==> src/rtl/serdes_pkg.sv <==
// Shared definitions for the serial receive path: lock-FSM state encodings,
// default 8b/10b comma constants and small counter helpers used by
// ser2par_align and its shift/compare sub-module.
package serdes_pkg;

    // Lock state machine encodings; also exported on the state debug output.
    typedef enum logic [1:0] {
        ST_HUNT   = 2'd0,
        ST_CHECK  = 2'd1,
        ST_LOCKED = 2'd2
    } state_e;

    // K28.5 in both running disparities, first-transmitted bit in bit 9.
    localparam logic [9:0] K28_5_RDN = 10'b0011111010;
    localparam logic [9:0] K28_5_RDP = 10'b1100000101;

    // Width of the hit/miss counters; thresholds are limited to 1..15.
    localparam int CNT_W = 4;

    // Saturating increment for the hit/miss counters so a long run can
    // never wrap back below a threshold.
    function automatic logic [CNT_W-1:0] cnt_inc(input logic [CNT_W-1:0] v);
        logic [CNT_W-1:0] r;
        r = v;
        if (v != {CNT_W{1'b1}}) begin
            r = v + CNT_W'(1);
        end
        return r;
    endfunction

endpackage

==> src/rtl/ser2par_align_if.sv <==
// Bundle of the serial input and aligned parallel output of ser2par_align.
// Optional error-counter signals exist only when SER2PAR_ALIGN_ERRCNT_EN is
// defined.
//
// Handshake: out_valid is a one-cycle pulse with no back-pressure (there is
// no ready). The consumer must take out_par/out_comma in the cycle out_valid
// is high; out_comma is only meaningful while out_valid is high. out_par
// holds its last value between pulses. inp_ser/neg are sampled every clock.
interface ser2par_align_if #(
    parameter int WIDTH = 10
) ();

    logic             inp_ser;
    logic             neg;
    logic [WIDTH-1:0] out_par;
    logic             out_valid;
    logic             out_comma;
    logic             locked;
    logic [1:0]       state;
`ifdef SER2PAR_ALIGN_ERRCNT_EN
    logic [15:0]      err_cnt;
    logic             err_clr;
`endif

`ifdef SER2PAR_ALIGN_ERRCNT_EN
    // Stimulus side: drives the serial stream, observes aligned words.
    modport master (
        output inp_ser, output neg, output err_clr,
        input  out_par, input out_valid, input out_comma,
        input  locked, input state, input err_cnt
    );
    // Receiver side: the ser2par_align block itself.
    modport slave (
        input  inp_ser, input neg, input err_clr,
        output out_par, output out_valid, output out_comma,
        output locked, output state, output err_cnt
    );
`else
    // Stimulus side: drives the serial stream, observes aligned words.
    modport master (
        output inp_ser, output neg,
        input  out_par, input out_valid, input out_comma,
        input  locked, input state
    );
    // Receiver side: the ser2par_align block itself.
    modport slave (
        input  inp_ser, input neg,
        output out_par, output out_valid, output out_comma,
        output locked, output state
    );
`endif

endinterface

==> src/rtl/ser2par_align_shift.sv <==
// ser2par_shift: polarity correction, WIDTH-bit shift register and comma
// comparator. The window presented to the FSM is the next-state value of the
// shift register, so a comma is recognised in the same cycle its last bit is
// sampled.
module ser2par_shift #(
    parameter int               WIDTH     = 10,
    parameter logic [WIDTH-1:0] COMMA     = WIDTH'(serdes_pkg::K28_5_RDN),
    parameter int               MSB_FIRST = 1
) (
    input  logic             clk,
    input  logic             rst_n,
    input  logic             ser_i,
    input  logic             neg_i,
    output logic [WIDTH-1:0] window_o,
    output logic             comma_o
);

    logic             bit_in;
    logic [WIDTH-1:0] shift_q;
    logic [WIDTH-1:0] shift_d;

    // Inversion applies only to the bit being sampled now; stored bits keep
    // the polarity they were captured with.
    assign bit_in = ser_i ^ neg_i;

    generate
        if (MSB_FIRST != 0) begin : g_msb_first
            // Oldest bit ends up in the MSB after WIDTH shifts.
            assign shift_d = {shift_q[WIDTH-2:0], bit_in};
        end else begin : g_lsb_first
            // Oldest bit ends up in the LSB after WIDTH shifts.
            assign shift_d = {bit_in, shift_q[WIDTH-1:1]};
        end
    endgenerate

    // Shift register, cleared by reset so a partial word is discarded.
    always_ff @(posedge clk or negedge rst_n) begin
        if (!rst_n) begin
            shift_q <= '0;
        end else begin
            shift_q <= shift_d;
        end
    end

    assign window_o = shift_d;
    assign comma_o  = (shift_d == COMMA);

endmodule

==> src/rtl/ser2par_align.sv <==
// ser2par_align: serial-to-parallel converter with comma-based word
// alignment and a HUNT/CHECK/LOCKED lock state machine with loss-of-lock
// detection. Words are emitted only while LOCKED, one clock after the last
// bit of the word is sampled.
//
// Optional feature macro: SER2PAR_ALIGN_ERRCNT_EN adds a 16-bit saturating
// count of off-boundary commas seen while LOCKED (err_cnt) and a synchronous
// clear (err_clr) to the interface.
module ser2par_align
    import serdes_pkg::*;
#(
    parameter int               WIDTH     = 10,
    parameter logic [WIDTH-1:0] COMMA     = WIDTH'(K28_5_RDN),
    parameter int               MSB_FIRST = 1,
    parameter int               LOCK_CNT  = 3,
    parameter int               LOSS_CNT  = 4
) (
    input  logic           clk,
    input  logic           rst_n,
    ser2par_align_if.slave bus
);

    localparam int                   BIT_W    = $clog2(WIDTH);
    localparam logic [BIT_W-1:0]     LAST_BIT = BIT_W'(WIDTH - 1);
    localparam logic [CNT_W-1:0]     LOCK_THR = CNT_W'(LOCK_CNT);
    localparam logic [CNT_W-1:0]     LOSS_THR = CNT_W'(LOSS_CNT);

    logic [WIDTH-1:0] window;
    logic             comma_now;
    logic             boundary;
    logic             miss_event;

    state_e           state_q, state_d;
    logic [BIT_W-1:0] cnt_q, cnt_d;
    logic [CNT_W-1:0] hits_q, hits_d;
    logic [CNT_W-1:0] miss_q, miss_d;
    logic [WIDTH-1:0] out_par_q, out_par_d;
    logic             out_valid_q, out_valid_d;
    logic             out_comma_q, out_comma_d;

    ser2par_shift #(
        .WIDTH     (WIDTH),
        .COMMA     (COMMA),
        .MSB_FIRST (MSB_FIRST)
    ) u_shift (
        .clk      (clk),
        .rst_n    (rst_n),
        .ser_i    (bus.inp_ser),
        .neg_i    (bus.neg),
        .window_o (window),
        .comma_o  (comma_now)
    );

    // The bit just sampled is the last bit of a word in the current phase.
    assign boundary = (cnt_q == LAST_BIT);

    // Next-state logic: bit counter phase, lock FSM, hit/miss counters and
    // the output word capture.
    always_comb begin
        state_d     = state_q;
        cnt_d       = boundary ? '0 : cnt_q + BIT_W'(1);
        hits_d      = hits_q;
        miss_d      = miss_q;
        out_par_d   = out_par_q;
        out_valid_d = 1'b0;
        out_comma_d = 1'b0;
        miss_event  = 1'b0;

        case (state_q)
            ST_HUNT: begin
                if (comma_now) begin
                    // Realign: this cycle becomes the end of a word.
                    cnt_d  = '0;
                    hits_d = CNT_W'(1);
                    miss_d = '0;
                    state_d = (LOCK_CNT == 1) ? ST_LOCKED : ST_CHECK;
                end
            end

            ST_CHECK: begin
                if (comma_now) begin
                    if (boundary) begin
                        hits_d = cnt_inc(hits_q);
                        if (cnt_inc(hits_q) == LOCK_THR) begin
                            state_d = ST_LOCKED;
                            miss_d  = '0;
                        end
                    end else begin
                        // Comma in a new phase: restart confirmation there.
                        cnt_d  = '0;
                        hits_d = CNT_W'(1);
                    end
                end
            end

            ST_LOCKED: begin
                // A boundary comma is never a miss, so it is tested first.
                if (boundary) begin
                    out_par_d   = window;
                    out_valid_d = 1'b1;
                    out_comma_d = comma_now;
                    if (comma_now) begin
                        miss_d = '0;
                    end
                end else if (comma_now) begin
                    // Off-phase comma: counted, but the phase is kept.
                    miss_event = 1'b1;
                    miss_d     = cnt_inc(miss_q);
                    if (cnt_inc(miss_q) == LOSS_THR) begin
                        state_d = ST_HUNT;
                        hits_d  = '0;
                        miss_d  = '0;
                    end
                end
            end

            default: begin
                state_d = ST_HUNT;
                hits_d  = '0;
                miss_d  = '0;
            end
        endcase
    end

    // State, counters and output registers; reset drops everything to zero.
    always_ff @(posedge clk or negedge rst_n) begin
        if (!rst_n) begin
            state_q     <= ST_HUNT;
            cnt_q       <= '0;
            hits_q      <= '0;
            miss_q      <= '0;
            out_par_q   <= '0;
            out_valid_q <= 1'b0;
            out_comma_q <= 1'b0;
        end else begin
            state_q     <= state_d;
            cnt_q       <= cnt_d;
            hits_q      <= hits_d;
            miss_q      <= miss_d;
            out_par_q   <= out_par_d;
            out_valid_q <= out_valid_d;
            out_comma_q <= out_comma_d;
        end
    end

    assign bus.out_par   = out_par_q;
    assign bus.out_valid = out_valid_q;
    assign bus.out_comma = out_comma_q;
    assign bus.locked    = (state_q == ST_LOCKED);
    assign bus.state     = state_q;

`ifdef SER2PAR_ALIGN_ERRCNT_EN
    logic [15:0] err_q, err_d;

    // Error count: cleared while hunting, so the final count before a loss
    // of lock stays readable for the first HUNT cycle and is zero after.
    always_comb begin
        err_d = err_q;
        if (bus.err_clr || (state_q == ST_HUNT)) begin
            err_d = '0;
        end else if (miss_event && (err_q != 16'hFFFF)) begin
            err_d = err_q + 16'd1;
        end
    end

    // Error count register.
    always_ff @(posedge clk or negedge rst_n) begin
        if (!rst_n) begin
            err_q <= '0;
        end else begin
            err_q <= err_d;
        end
    end

    assign bus.err_cnt = err_q;
`endif

endmodule

==> src/flat_wrapper.sv <==
// flat-port wrapper written by rule: the top's interface ports become plain ports
module ser2par_align_flat import serdes_pkg::*;
#(
    parameter int               WIDTH     = 10,
    parameter logic [WIDTH-1:0] COMMA     = WIDTH'(K28_5_RDN),
    parameter int               MSB_FIRST = 1,
    parameter int               LOCK_CNT  = 3,
    parameter int               LOSS_CNT  = 4
)
  (clk, rst_n, bus_inp_ser, bus_neg, bus_out_par, bus_out_valid, bus_out_comma, bus_locked, bus_state);
  ser2par_align_if #(.WIDTH(WIDTH)) bus_i ();
  input  logic clk;
  input  logic rst_n;
  input wire logic [$bits(bus_i.inp_ser)-1:0] bus_inp_ser;
  input wire logic [$bits(bus_i.neg)-1:0] bus_neg;
  output wire logic [$bits(bus_i.out_par)-1:0] bus_out_par;
  output wire logic [$bits(bus_i.out_valid)-1:0] bus_out_valid;
  output wire logic [$bits(bus_i.out_comma)-1:0] bus_out_comma;
  output wire logic [$bits(bus_i.locked)-1:0] bus_locked;
  output wire logic [$bits(bus_i.state)-1:0] bus_state;
  assign bus_i.inp_ser = bus_inp_ser;
  assign bus_i.neg = bus_neg;
  assign bus_out_par = bus_i.out_par;
  assign bus_out_valid = bus_i.out_valid;
  assign bus_out_comma = bus_i.out_comma;
  assign bus_locked = bus_i.locked;
  assign bus_state = bus_i.state;
  ser2par_align #(.WIDTH(WIDTH), .COMMA(COMMA), .MSB_FIRST(MSB_FIRST), .LOCK_CNT(LOCK_CNT), .LOSS_CNT(LOSS_CNT)) u_core (.clk(clk), .rst_n(rst_n), .bus(bus_i));
endmodule
==> config.mk <==
export PLATFORM = sky130hd
export DESIGN_NAME = ser2par_align_flat
export DESIGN_NICKNAME = d
export VERILOG_FILES = /design/src/rtl/serdes_pkg.sv /design/src/rtl/ser2par_align_if.sv /design/src/rtl/ser2par_align_shift.sv /design/src/rtl/ser2par_align.sv /design/src/flat_wrapper.sv
export SDC_FILE = /design/constraint.sdc
export NUM_CORES = 1
export LEC_CHECK = 0
export CORE_MARGIN = 1
export CORE_UTILIZATION = 49
export CTS_CLUSTER_SIZE = 30
export DETAILED_ROUTE_END_ITERATION = 8
export PLACE_DENSITY = 0.74
export SLEW_MARGIN = 15
export SYNTH_ARGS = -nofsm -noshare
export SYNTH_HDL_FRONTEND = slang
export SYNTH_SLANG_ARGS = --single-unit
==> constraint.sdc <==
create_clock -name clk -period 1.8 [get_ports clk]
set_clock_uncertainty 0.1 [all_clocks]
set_input_delay 0.36 -clock clk [delete_from_list [all_inputs] [get_ports clk]]
set_output_delay 0.36 -clock clk [all_outputs]
set_load 0.05 [all_outputs]
Yosys cells after proc, flatten, opt, wreduce, memory -nomap -nowiden --
Cells that the tools add are included.
Word-level totals: latch bits 0, output and inout bits 15, memory bits (read-only) 0, logic and storage cells 73, memory bits (writable) 0, register bits 35, memories kept 0
Operators by class: div/mod/pow operators 0, shifts and indexed selects 0, $add $sub $neg 3, $lt $le $gt $ge 0, $mul 0, reductions and logical operators 5, bitwise operators 1, eq/ne operators 16, muxes and demuxes 40
Operators by type and width (count):
- two-way mux 4 bit | 25
- one-hot mux 4 bit (3 select lines) | 2
- two-way mux 2 bit | 7
- adder 4 x 1 -> 4 bit (second input constant) | 3
- inequality test 2 x 1 -> 1 bit (second input constant) | 6
- equality test 10 x 8 -> 1 bit (second input constant) | 1
- inequality test 4 bit (second input constant) | 2
- one-hot mux 4 bit (2 select lines) | 1
- AND reduction 7 bit | 1
- one-hot mux 2 bit (3 select lines) | 1
- AND reduction 5 bit | 1
- equality test 4 x 2 -> 1 bit (second input constant) | 1
- equality test 4 x 3 -> 1 bit (second input constant) | 1
- equality test 4 bit (second input constant) | 1
- two-way mux 1 bit | 4
- AND reduction 4 bit | 1
- inequality test 3 x 1 -> 1 bit (second input constant) | 1
- equality test 2 x 1 -> 1 bit (second input constant) | 1
- equality test 2 bit (second input constant) | 1
- zero test 2 bit | 1
- inequality test 2 bit (second input constant) | 1
- AND reduction 2 bit | 1
- bitwise XOR 1 bit | 1

Longest topological paths before layout --
Gate-level depths: netlist of the first run.
depth in word-level cells 10, gate-level depth with buffers 7

Modules after synthesis --
From an unflattened synthesis of the first run, not the netlist that was laid out.
Unflattened totals: cell total of the unflattened synthesis 134, area total of the unflattened synthesis 1545.2 µm²
By module, submodules not included:
- ser2par_align | sequential area each 650.6 µm², cells each 119, area an instance 1268.7 µm², times used 1
- ser2par_shift | sequential area each 225.2 µm², cells each 15, area an instance 276.5 µm², times used 1

Least setup slack after synthesis of the first run --
Ideal clock, no wire load.
kind flip-flop to flip-flop, from reg u_core.state_q[1] (netlist: u_core.bus.state[1]), to reg u_core.miss_q[1], required time 1.634 ns, arrival 2.181 ns, period minus slack after synthesis 2.346 ns, slack -0.546 ns, stages on the path, launching flop included 8, cell sequence dfrtp_1 clkbuf_1 nand2_1 inv_1 nand2_1 or3_4 o211ai_2 a32o_2
Between the ends: word-level cells in the longest chain between the ends 3, elaborated cells on any way between the ends 9
Ends and longest elaborated chain:
- start, declared | line ser2par_align.sv:33 | state_e state_q, state_d;
- start signal, assigned | line ser2par_align.sv:136 | state_q <= state_d;
- equality test 2 bit *
- net bus_locked | line flat_wrapper.sv:19 | output wire logic [$bits(bus_i.locked)-1:0] bus_locked;
- inequality test 3 x 1 -> 1 bit (no line)
- AND reduction 4 bit (no line)
- end signal, assigned | line ser2par_align.sv:139 | miss_q <= miss_d;
- end, declared | line ser2par_align.sv:36 | logic [CNT_W-1:0] miss_q, miss_d;
Mark *: on every way through the listed nets, which the timed path passes. The rest lies on a longest branch. A chain may end at the register's enable or synchronous reset.

Worst setup path after layout of the first run --
from reg u_core.u_shift.shift_q[8], to reg u_core.miss_q[2]
Between the ends: word-level cells in the longest chain between the ends 4, elaborated cells on any way between the ends 7
Ends and longest elaborated chain:
- start, declared | line ser2par_align_shift.sv:19 | logic [WIDTH-1:0] shift_q;
- start signal, assigned | line ser2par_align_shift.sv:41 | shift_q <= shift_d;
- equality test 10 x 8 -> 1 bit * | line ser2par_align_shift.sv:46 | assign comma_o = (shift_d == COMMA);
- two-way mux 4 bit (2 in series)
- one-hot mux 4 bit (3 select lines)
Every way passes the cells marked *; elsewhere a longest branch is shown, timed or not.

==> run_results.csv, run 1 <==
group,metric,value,unit
outcome,status,"finished, violations left",
outcome,violations,"setup timing",
yosys,ys_async_sr_fraction,100,%
critical_path,worstSetupStartpoint,"u_core.u_shift.shift_q[8]$_DFF_PN0_",
critical_path,rr_worst_depth,6,
yosys,syn_avg_cell_area,11.6,sq um
global_route,grt-ovfl-total,0,
floorplan,dieArea,3540,sq um
flow_run,cap_violations,0,
yosys,synth_cells,139,
power_and_ir_drop,power_frac_seq,36.8,%
final_layout,syn_to_final_growth,43.7,%
timing,relSlewSlack,71.3,%
timing,timing.final.crit_period,1960,ps
routing,detail-route-antenna-nets,0,
place,post-dp-hpwl,2.59,mm
critical_path,reg2reg_to,"u_core.miss_q[2]$_DFFE_PN0P_",
power_and_ir_drop,fin_total_pwr,0.00305,W
critical_path,critPathArrivalTime,2120,ps
power_and_ir_drop,p_sw_share,39.9,%
power_and_ir_drop,p_int,0.00184,W
yosys,ys_types,46,
yosys,syn_area,1620,sq um
yosys,ys_ff_latch,35,
yosys,yosys-top-cells-area,"dfrtp_1 54%, mux2_2 7.0%, ha_1 3.1%",
timing,tightest_slew,430,ps
floorplan,chipWidth,59.5,um
routing,via_per_inst,5.47,
critical_path,r2r_start,"u_core.u_shift.shift_q[8]$_DFF_PN0_",
global_route,antenna_found_initial,0,
timing,tns,-1240,ps
routing,drt-initial-drc-count,55,
yosys,yosys_warnings,0,
timing,rsz0062_at_grt,"true",
critical_path,crit_type,"reg2reg",
global_route,grt.total_usage,23.7,%
place,place_congestion,0.820,
clocking,clock-sinks,35,
critical_path,path_cells,"or2_1 -> or4_4 -> buf_6 -> nor2_4 -> o211ai_1 -> o22ai_1",
routing,vias,1323,
floorplan,core_area,3100,sq um
critical_path,endpoint_kind,"flip-flop",
clocking,cts_tree,"yes",
clocking,clk_latency,350,ps
global_route,grt_max_degree,36,
final_layout,finalCoreUtilization,75.0,%
power_and_ir_drop,max-vdd-ir-drop,1100,uV
power_and_ir_drop,power.density,1310,nW/um^2
critical_path,slowest_delay,590,ps
timing,max_freq,0.511,GHz
final_layout,fillers,222,
clocking,path_clk_slew,110,ps
global_route,grt_pass1_wl,6.02,mm
power_and_ir_drop,combPwrFrac,44.6,%
yosys,synth_top_cell_area_share,54.1,%
routing,first_pass_iters,4,
clocking,cts_root_buffer,"clkbuf_4",
yosys,synth.net_count,147,
power_and_ir_drop,clockPowerShare,18.6,%
timing,post-route-period-util,109,%
power_and_ir_drop,leakagePower,1.05,nW
clocking,cts_made_buffers,5,
routing,wl_per_cell,16.5,um
routing,drt_wl_total,3.98,mm
critical_path,start_kind,"flip-flop",
floorplan,rows,20,
power_and_ir_drop,power.switching,0.00122,W
routing,drc_errors,0,
timing,hold_viol_final,0,
timing,whs,300,ps
yosys,synth.top_cells.by_count,"35 x dfrtp_1, 13 x nor2_1, 10 x mux2_2",
critical_path,slowest_stage,"or4_4",
place,pre_cts_slack,-606,ps
yosys,yosysTopAreaCell,"dfrtp_1",
final_layout,num_antenna_cells,0,
critical_path,crit_buf_inv,1,
yosys,synth-seq-area-share,54.1,%
timing,final-setup-viol-count,13,
timing,layout_setup_ws,-159,ps
final_layout,drive_above_1_share,51.0,%
global_route,first_global_vias,1378,
floorplan,start_util,52.2,%
floorplan,die_h,59.5,um
yosys,synth.most_common_cell,"dfrtp_1",
place,io_buffer_count,18,
critical_path,endpoint,"u_core.miss_q[2]$_DFFE_PN0P_",
critical_path,path_depth,6,
clocking,postCtsHoldBufs,0,
critical_path,crit_family,"simple AND/OR/NAND/NOR gates",
yosys,synth-edff-count,0,
clocking,cts_buffer_depth,2,
critical_path,reg2reg_slack,-160,ps
floorplan,io_pins,19,
min_path,hold_class,"in2async",
clocking,htree_levels,2,
final_layout,nets,205,
critical_path,path_max_fanout,8,
critical_path,worstPathRequired,1960,ps
timing,maxSlewViolCount,0,
yosys,synth_flop_cell,"dfrtp_1",
==> area by class of cell <==
cell class	count	area [sq um]	share of cell area, %
clock buffer	5	37.5	1.61
sequential	35	878	37.7
tap	44	55.1	2.37
multi-input combinational	93	810	34.8
inverter	6	26.3	1.13
clock inverter	3	43.8	1.88
timing repair buffer	56	477	20.5
==> timing repair <==
item / 4_1_cts / 5_1_grt
pin swaps: 7 / 8
buffers inserted: 5 / 6
endpoints found under the setup margin: 13 / 26
gates resized for setup: 5 / 17
==> routing by layer <==
metal / wire, um / up-vias / track usage [%]
li1: - / 619 / -
met1: 1610 / 662 / 28.3
met2: 2140 / 33 / 39.3
met3: 141 / 9 / 5.46
met4: 85 / 0 / 12.9
met5: 0 / - / 0
==> power by group through the flow <==
stage | Combinational [W] | Clock [W] | Sequential (W)
floorplan | 0.000399 | 0 | 0.00152
global placement | 0.00121 | 0 | 0.00112
detailed placement | 0.00125 | 0 | 0.00114
CTS | 0.00126 | 0.000578 | 0.00112
global route | 0.00144 | 0.000614 | 0.00114
finish | 0.00136 | 0.000567 | 0.00112
==> registers in the layout, indices dropped and copies added (netlist names) <==
name,flops
u_core.u_shift.shift_q,9
u_core.miss_q,4
u_core.bus.out_par,10
u_core.bus.out_comma,1
u_core.bus.state,2
u_core.bus.out_valid,1
u_core.hits_q,4
u_core.cnt_q,4
==> layout by cell type (no fill, tap or decap), drive strengths merged, types with 2 or more instances in the layout <==
cell type / synthesis / layout
o21a: 2 / 2
buf: 3 / 53
dfrtp: 35 / 35
a31oi: 2 / 2
inv: 6 / 5
nand2: 7 / 7
xor2: 2 / 2
clkinv: 0 / 2
a21oi: 8 / 8
o211ai: 2 / 2
o21ai: 4 / 4
o32ai: 2 / 2
clkdlybuf4s50: 0 / 3
nand3b: 2 / 2
nor2: 14 / 14
nor4b: 2 / 2
mux2: 10 / 10
ha: 4 / 4
clkbuf: 2 / 5
nor3: 2 / 2
nand2b: 4 / 4
nand3: 4 / 4
==> logic make-up (layout without fill, tap and decap cells) <==
kind of cell	after synthesis	count (layout)	share of synthesized area [%]
adders and majority gates	4	4	3.09
and+or+nand+nor	45	45	15.8
AOI/OAI and AO/OA	31	31	14.9
buffers and inverters	11	70	3.48
xor gates and xnor gates	3	3	1.62
muxes	10	10	6.96
DFF	35	35	54.1
==> stage by stage <==
step                std cells  instance area [sq um]
floorplan                 139                   1660
global placement          223                   2050
detailed placement        223                   2050
CTS                       236                   2190
global route              242                   2330
finish                    242                   2330
==> worst min path at each step <==
stage / slack, ps / endpoint / cells past startpoint
floorplan: -40 / u_core.bus.out_comma$_DFF_PN0_ / 0
global placement: 300 / u_core.u_shift.shift_q[7]$_DFF_PN0_ / 0
detailed placement: 300 / u_core.u_shift.shift_q[1]$_DFF_PN0_ / 0
CTS: 310 / u_core.u_shift.shift_q[7]$_DFF_PN0_ / 2
global route: 340 / u_core.hits_q[3]$_DFFE_PN0P_ / 2
finish: 300 / u_core.hits_q[3]$_DFFE_PN0P_ / 2
Power figures use the tool's default switching activity.
==> run 2, diff against run 1 <==
- ABC_AREA: unset -> 1
- CORE_UTILIZATION: 49 -> 50
- PLACE_DENSITY: 0.74 -> 0.75
==> run 2 against run 1 <==
The flow now finishes without violations; maximum frequency is 12% higher; non-clock buffer count is 17 lower; global-route usage is 1.7 points lower; hold slack worse by 34 ps; clock-buffer cell count is 1 higher; power is 19% lower; critical path depth is 4 higher; first-iteration DRC count is 31% higher; critical endpoint is now u_core.hits_q[0]$_DFFE_PN0P_.
==> run_results.csv, run 2 <==
group,metric,value,unit
timing,relSlewSlack,79.8,%
final_layout,drive_above_1_share,24.6,%
critical_path,worstSetupStartpoint,"u_core.cnt_q[1]$_DFF_PN0_",
yosys,synth_cells,240,
yosys,ys_ff_latch,35,
timing,final-setup-viol-count,0,
floorplan,io_pins,19,
critical_path,slowest_stage,"dfrtp_1",
routing,drt_wl_total,3.67,mm
final_layout,layout_commonest_cell,"nand2_1",
clocking,cts_root_buffer,"clkbuf_4",
place,dpl.cell_count,314,
floorplan,dieArea,3830,sq um
floorplan,start_util,52.9,%
timing,maxSlewViolCount,0,
yosys,synth.top_cells.by_count,"106 x nand2_1, 35 x dfrtp_1, 25 x inv_1",
flow_run,cap_violations,0,
critical_path,critPathArrivalTime,1890,ps
critical_path,endpoint,"u_core.hits_q[0]$_DFFE_PN0P_",
yosys,yosysTopAreaCell,"dfrtp_1",
yosys,yosys-top-cells-area,"dfrtp_1 49%, nand2_1 22%, inv_1 5.2%",
timing,hold_viol_final,0,
place,post-dp-hpwl,2.65,mm
clocking,cts_tree,"yes",
floorplan,rows,21,
timing,rsz0062_at_grt,"true",
global_route,grt_max_degree,36,
routing,via_per_inst,4.83,
min_path,hold_class,"in2async",
floorplan,chipWidth,61.9,um
critical_path,path_depth,10,
power_and_ir_drop,leakagePower,1.27,nW
critical_path,crit_buf_inv,3,
global_route,first_global_vias,1382,
yosys,synth.most_common_cell,"nand2_1",
routing,vias,1599,
timing,max_freq,0.570,GHz
routing,first_pass_iters,4,
routing,drt-initial-drc-count,72,
final_layout,final_cell_mix,"103 x nand2_1, 33 x dfrtp_1, 32 x buf_4, 23 x inv_1, 18 x nor2_1",
power_and_ir_drop,power.density,1060,nW/um^2
yosys,syn_avg_cell_area,7.48,sq um
critical_path,start_kind,"flip-flop",
yosys,syn_area,1790,sq um
timing,timing.final.crit_period,1750,ps
critical_path,crit_type,"reg2reg",
critical_path,rr_worst_depth,10,
clocking,cts_made_buffers,5,
place,place_congestion,0.833,
final_layout,num_antenna_cells,0,
power_and_ir_drop,fin_total_pwr,0.00246,W
critical_path,slowest_delay,410,ps
clocking,htree_levels,2,
critical_path,reg2reg_slack,50,ps
floorplan,die_h,61.9,um
yosys,synth.net_count,248,
critical_path,path_max_fanout,7,
global_route,grt-ovfl-total,0,
yosys,ys_async_sr_fraction,100,%
critical_path,path_cells,"inv_1 -> ha_2 -> nand2_2 -> nor2_4 -> clkinv_4 -> nor2_8 -> a21oi_4 -> buf_6 -> nand4_1 -> nand2_1",
critical_path,r2r_start,"u_core.cnt_q[1]$_DFF_PN0_",
global_route,grt_pass1_wl,5.95,mm
clocking,clock-sinks,35,
place,pre_cts_slack,-300,ps
critical_path,endpoint_kind,"flip-flop",
yosys,synth_flop_cell,"dfrtp_1",
final_layout,nets,292,
yosys,synth-seq-area-share,48.8,%
yosys,synth-edff-count,0,
power_and_ir_drop,max-vdd-ir-drop,818,uV
timing,whs,266,ps
clocking,path_clk_slew,110,ps
final_layout,largest_reg_flops,10,
clocking,clk_latency,350,ps
yosys,ys_types,24,
routing,drc_errors,0,
yosys,yosys_warnings,0,
timing,tightest_slew,302,ps
timing,layout_setup_ws,45.5,ps
final_layout,stdcell_count,331,
critical_path,reg2reg_to,"u_core.hits_q[0]$_DFFE_PN0P_",
routing,wl_per_cell,11.1,um
outcome,status,"completed",
yosys,synth_top_cell_area_share,48.8,%
critical_path,worstPathRequired,1940,ps
place,io_buffer_count,18,
routing,detail-route-antenna-nets,0,
floorplan,core_area,3390,sq um
clocking,cts_buffer_depth,2,
global_route,grt.total_usage,22.0,%
timing,post-route-period-util,97.5,%
final_layout,syn_to_final_growth,29.4,%
critical_path,crit_family,"simple AND/OR/NAND/NOR gates",
global_route,antenna_found_initial,0,
==> run 2: worst min-delay path by stage <==
stage	startpoint	to	cells past startpoint	slack, ps
finish	rst_n	u_core.bus.out_par[3]$_DFFE_PN0P_	2	270
global route	rst_n	u_core.bus.out_par[3]$_DFFE_PN0P_	2	270
CTS	rst_n	u_core.bus.out_par[3]$_DFFE_PN0P_	2	270
detailed placement	u_core.u_shift.shift_q[0]$_DFF_PN0_	u_core.u_shift.shift_q[1]$_DFF_PN0_	0	280
global placement	u_core.u_shift.shift_q[0]$_DFF_PN0_	u_core.u_shift.shift_q[1]$_DFF_PN0_	0	280
floorplan	rst_n	u_core.bus.out_comma$_DFF_PN0_	0	-40
==> run 2: area by class of cell <==
type	count	area (sq um)
Fill cell	282	1070
Sequential cell	35	878
Multi-Input combinational cell	176	872
Timing Repair Buffer	39	342
Inverter	27	119
Tap cell	46	57.6
Clock buffer	6	41.3
Clock inverter	2	12.5
==> run 2: cells by family (layout without fill, tap and decap cells) <==
group	Yosys count	count (layout)	synth area share [%]
AOI/OAI and AO/OA	13	13	4.11
xor gates and xnor gates	2	2	0.976
adders and majority gates	4	4	2.79
buffers and inverters	29	74	6.35
DFF	35	35	48.8
and+or+nand+nor	157	157	37.0
==> run 2: power by group <==
part / switching, W / leakage (nW) / total, W / internal (W)
logic: 0.000585 / 0.802 / 0.00103 / 0.000443
clock network: 0.000257 / 0.0282 / 0.000408 / 0.000150
registers: 0.000120 / 0.444 / 0.00103 / 0.000906
==> run 2: metrics by stage <==
stage	util (%)	TNS [ps]	cell area [sq um]
3_5_place_dp	62.3	-2600	2110
5_1_grt	68.5	-400	2320
6_report	68.5	0	2320
3_3_place_gp	62.3	-2190	2110
2_1_floorplan	-	0	1800
4_1_cts	64.3	0	2180
==> run 2: timing repair <==
item                       in CTS  in global routing
setup endpoints to repair       2                 11
pin swaps                       0                  4
hold buffers                    0                  0
resized for setup               5                 24
setup buffers                   0                  9
==> run 2: routing by layer <==
| layer | share of wire [%] | wire length, um | track usage (%) |
|---|---|---|---|
| met2 | 49 | 1800 | 35.0 |
| met1 | 45 | 1660 | 28.4 |
| met4 | 1.6 | 59 | 6.67 |
| met3 | 4.0 | 147 | 7.87 |
| met5 | 0 | 0 | 0 |
==> run 2: worst register-to-register path, delay by kind of cell (launching register included) <==
family	cells	cell delay, ps
AND/OR/NAND/NOR	5	590
flip-flops	1	410
adder cells (fa/ha/maj)	1	160
AO/OA/AOI/OAI	1	80
buffers and inverters	3	320
==> run 3, diff against run 2 <==
- CAP_MARGIN: unset -> 20
==> results of run 3 <==
Final layout, timing and power as in run 2 (identical DEF).
==> patch: new RTL, settings of run 1 <==
`WIDTH` is set to 10 in 4 places; all go to 20.
--- a/src/rtl/ser2par_align_if.sv
+++ b/src/rtl/ser2par_align_if.sv
@@ -7,7 +7,7 @@
 // is high; out_comma is only meaningful while out_valid is high. out_par
 // holds its last value between pulses. inp_ser/neg are sampled every clock.
 interface ser2par_align_if #(
-    parameter int WIDTH = 10
+    parameter int WIDTH = 20
 ) ();
 
     logic             inp_ser;
--- a/src/rtl/ser2par_align_shift.sv
+++ b/src/rtl/ser2par_align_shift.sv
@@ -3,7 +3,7 @@
 // shift register, so a comma is recognised in the same cycle its last bit is
 // sampled.
 module ser2par_shift #(
-    parameter int               WIDTH     = 10,
+    parameter int               WIDTH     = 20,
     parameter logic [WIDTH-1:0] COMMA     = WIDTH'(serdes_pkg::K28_5_RDN),
     parameter int               MSB_FIRST = 1
 ) (
--- a/src/rtl/ser2par_align.sv
+++ b/src/rtl/ser2par_align.sv
@@ -9,7 +9,7 @@
 module ser2par_align
     import serdes_pkg::*;
 #(
-    parameter int               WIDTH     = 10,
+    parameter int               WIDTH     = 20,
     parameter logic [WIDTH-1:0] COMMA     = WIDTH'(K28_5_RDN),
     parameter int               MSB_FIRST = 1,
     parameter int               LOCK_CNT  = 3,
--- a/src/flat_wrapper.sv
+++ b/src/flat_wrapper.sv
@@ -1,7 +1,7 @@
 // flat-port wrapper written by rule: the top's interface ports become plain ports
 module ser2par_align_flat import serdes_pkg::*;
 #(
-    parameter int               WIDTH     = 10,
+    parameter int               WIDTH     = 20,
     parameter logic [WIDTH-1:0] COMMA     = WIDTH'(K28_5_RDN),
     parameter int               MSB_FIRST = 1,
     parameter int               LOCK_CNT  = 3,
Interface: changed (resized bus_out_par); port bits go from 19 to 29. No check against the original RTL was run, so the function may have changed too.
==> patch against run 1 <==
The flow still finishes with violations (negative setup slack); sequential cell count increased by 21; routed wire length up 31%; final area is 41% higher; total power fell by 13%; clock power grew 41%; worst setup slack better by 82 ps; utilization is 1.4 points lower; cell count up 27%; synthesized area up 42%.
==> patch: results (changes against run 1) <==
[drt]
routed_wl_um = 5230  ; was 3980 µm
routed_via_density = 5.58  ; was 5.47
num_vias = 1713  ; was 1323

[synthesis]
synthesis.nets = 187  ; was 147
synth_ff_type = dfrtp_1  ; unchanged
yosysSeqAreaShare_pct = 61.0  ; was 54.1%
syn_inst = 180  ; was 139
synth_cell_types = 48  ; was 46
synth_common_cells = 56 x dfrtp_1, 20 x mux2_2, 9 x nor2_1  ; was 35 x dfrtp_1, 13 x nor2_1, 10 x mux2_2
synth_area_leaders = dfrtp_1 61%, mux2_2 9.8%, ha_1 1.6%, nor2_1 1.5%, nand2_1 1.1%  ; was dfrtp_1 54%, mux2_2 7.0%, ha_1 3.1%, nor2_1 3.0%, a21oi_1 2.5%

[outcome]
failed_checks = negative setup slack  ; unchanged
outcome = finished with violations  ; unchanged

[hold_path]
hp-class = reg -> reg  ; was in -> async

[timing]
tns_ps = -544  ; was -1240 ps
setup_slack_ps = -76.8  ; was -159 ps
setup_viol = 9  ; was 13
slew_headroom_pct = 64.3  ; was 71.3%

[worst_setup_path]
crit_fanout = 4  ; was 8
arrival_ps = 1980  ; was 2120 ps

[placement]
dp_slack_ps = -628  ; was -606 ps
place_congestion = 0.850  ; was 0.820
placed_area_um2 = 2960  ; was 2050 µm²
port_buffers = 28  ; was 18
hpwl_um = 3640  ; was 2590 µm
place_inst = 290  ; was 223

[grt]
grt_pass1_vias = 1852  ; was 1378
grt.total_usage_pct = 22.3  ; was 23.7%
grt_first_pass_wirelength_um = 8540  ; was 6020 µm

[final_layout]
largest_reg_flops = 20  ; was 10
drive_gt1_share_pct = 49.0  ; was 51.0%
multi_input_area_um2 = 1000  ; was 810 µm²
n_fill_cell = 307  ; was 222
nets = 261  ; was 205

[clock_tree]
clk_latency_ps = 300  ; was 350 ps
ctsRootBufferMaster = clkbuf_8  ; was clkbuf_4

[pwr]
vdd_drop_max_uv = 591  ; was 1100 µV

patch: final timing paths:
| kind | from | to | slack (ps) | cells past startpoint |
|---|---|---|---|---|
| min | u_core.u_shift.shift_q[6]$_DFF_PN0_ | u_core.u_shift.shift_q[7]$_DFF_PN0_ | 310 | 0 |
| min reg2reg | u_core.u_shift.shift_q[6]$_DFF_PN0_ | u_core.u_shift.shift_q[7]$_DFF_PN0_ | 310 | 0 |
| min in group asynchronous | rst_n | u_core.bus.out_par[19]$_DFFE_PN0P_ | 460 | 2 |
| max in group asynchronous | rst_n | u_core.u_shift.shift_q[13]$_DFF_PN0_ | 520 | 3 |
| max reg2reg | u_core.u_shift.shift_q[15]$_DFF_PN0_ | u_core.cnt_q[2]$_DFF_PN0_ | -80 | 5 |
| max | u_core.u_shift.shift_q[15]$_DFF_PN0_ | u_core.cnt_q[2]$_DFF_PN0_ | -80 | 5 |
patch: through the flow:
stage / hold slack, ps / power, µW
after floorplan: -35.6 / 1630
after global placement: 249 / 1790
after detailed placement: 261 / 1830
after CTS: 316 / 2670
after global routing: 329 / 2800
final: 311 / 2670
patch: timing repair:
item / in CTS / in global routing
endpoints found under the hold margin: 19 / 0
hold buffers: 1 / 0
buffers inserted: 2 / 4
pin swaps: 5 / 6
gates resized for setup: 10 / 15
gates cloned: 0 / 2
endpoints found under the setup margin: 35 / 34
patch: worst max-delay path: stages, from the launching register on:
cell and delay [ps]:
dfrtp_1 390, or4_4 570, buf_6 150, or3_1 390, nand2_2 100, nor2_1 50
patch: layout make-up:
class                      count  share of cell area (%)
sequential                    56                    43.0
multi-input combinational    110                    30.7
inverter                       6                   0.689
tap                           52                    1.99
clock inverter                 2                    1.07
timing repair buffer          75                    20.4
clock buffer                   6                    2.22
patch: cell families after synthesis:
logic type,count (synthesis),synth area share (%)
xor gates and xnor gates,4,1.52
and+or+nand+nor,49,12.6
AOI/OAI and AO/OA,32,10.1
buffers and inverters,14,2.45
DFF,56,61.0
adders and majority gates,3,1.63
muxes,22,10.7
patch: routing by layer:
layer  vias up  GRT usage (%)  share of wire (%)
li1        799              -                  -
met1       876           26.6                 42
met2        30           40.1                 54
met3         8           3.75                2.4
met4         0           8.62                1.7
met5         -              0                  0
patch: where the power goes:
part / switching [µW] / total [µW] / leakage (µW) / internal [µW]
registers: 98.6 / 1450 / 0.000714 / 1350
clock network: 388 / 801 / 0.0000552 / 413
logic: 201 / 418 / 0.000815 / 217
total: 687 / 2670 / 0.00158 / 1980
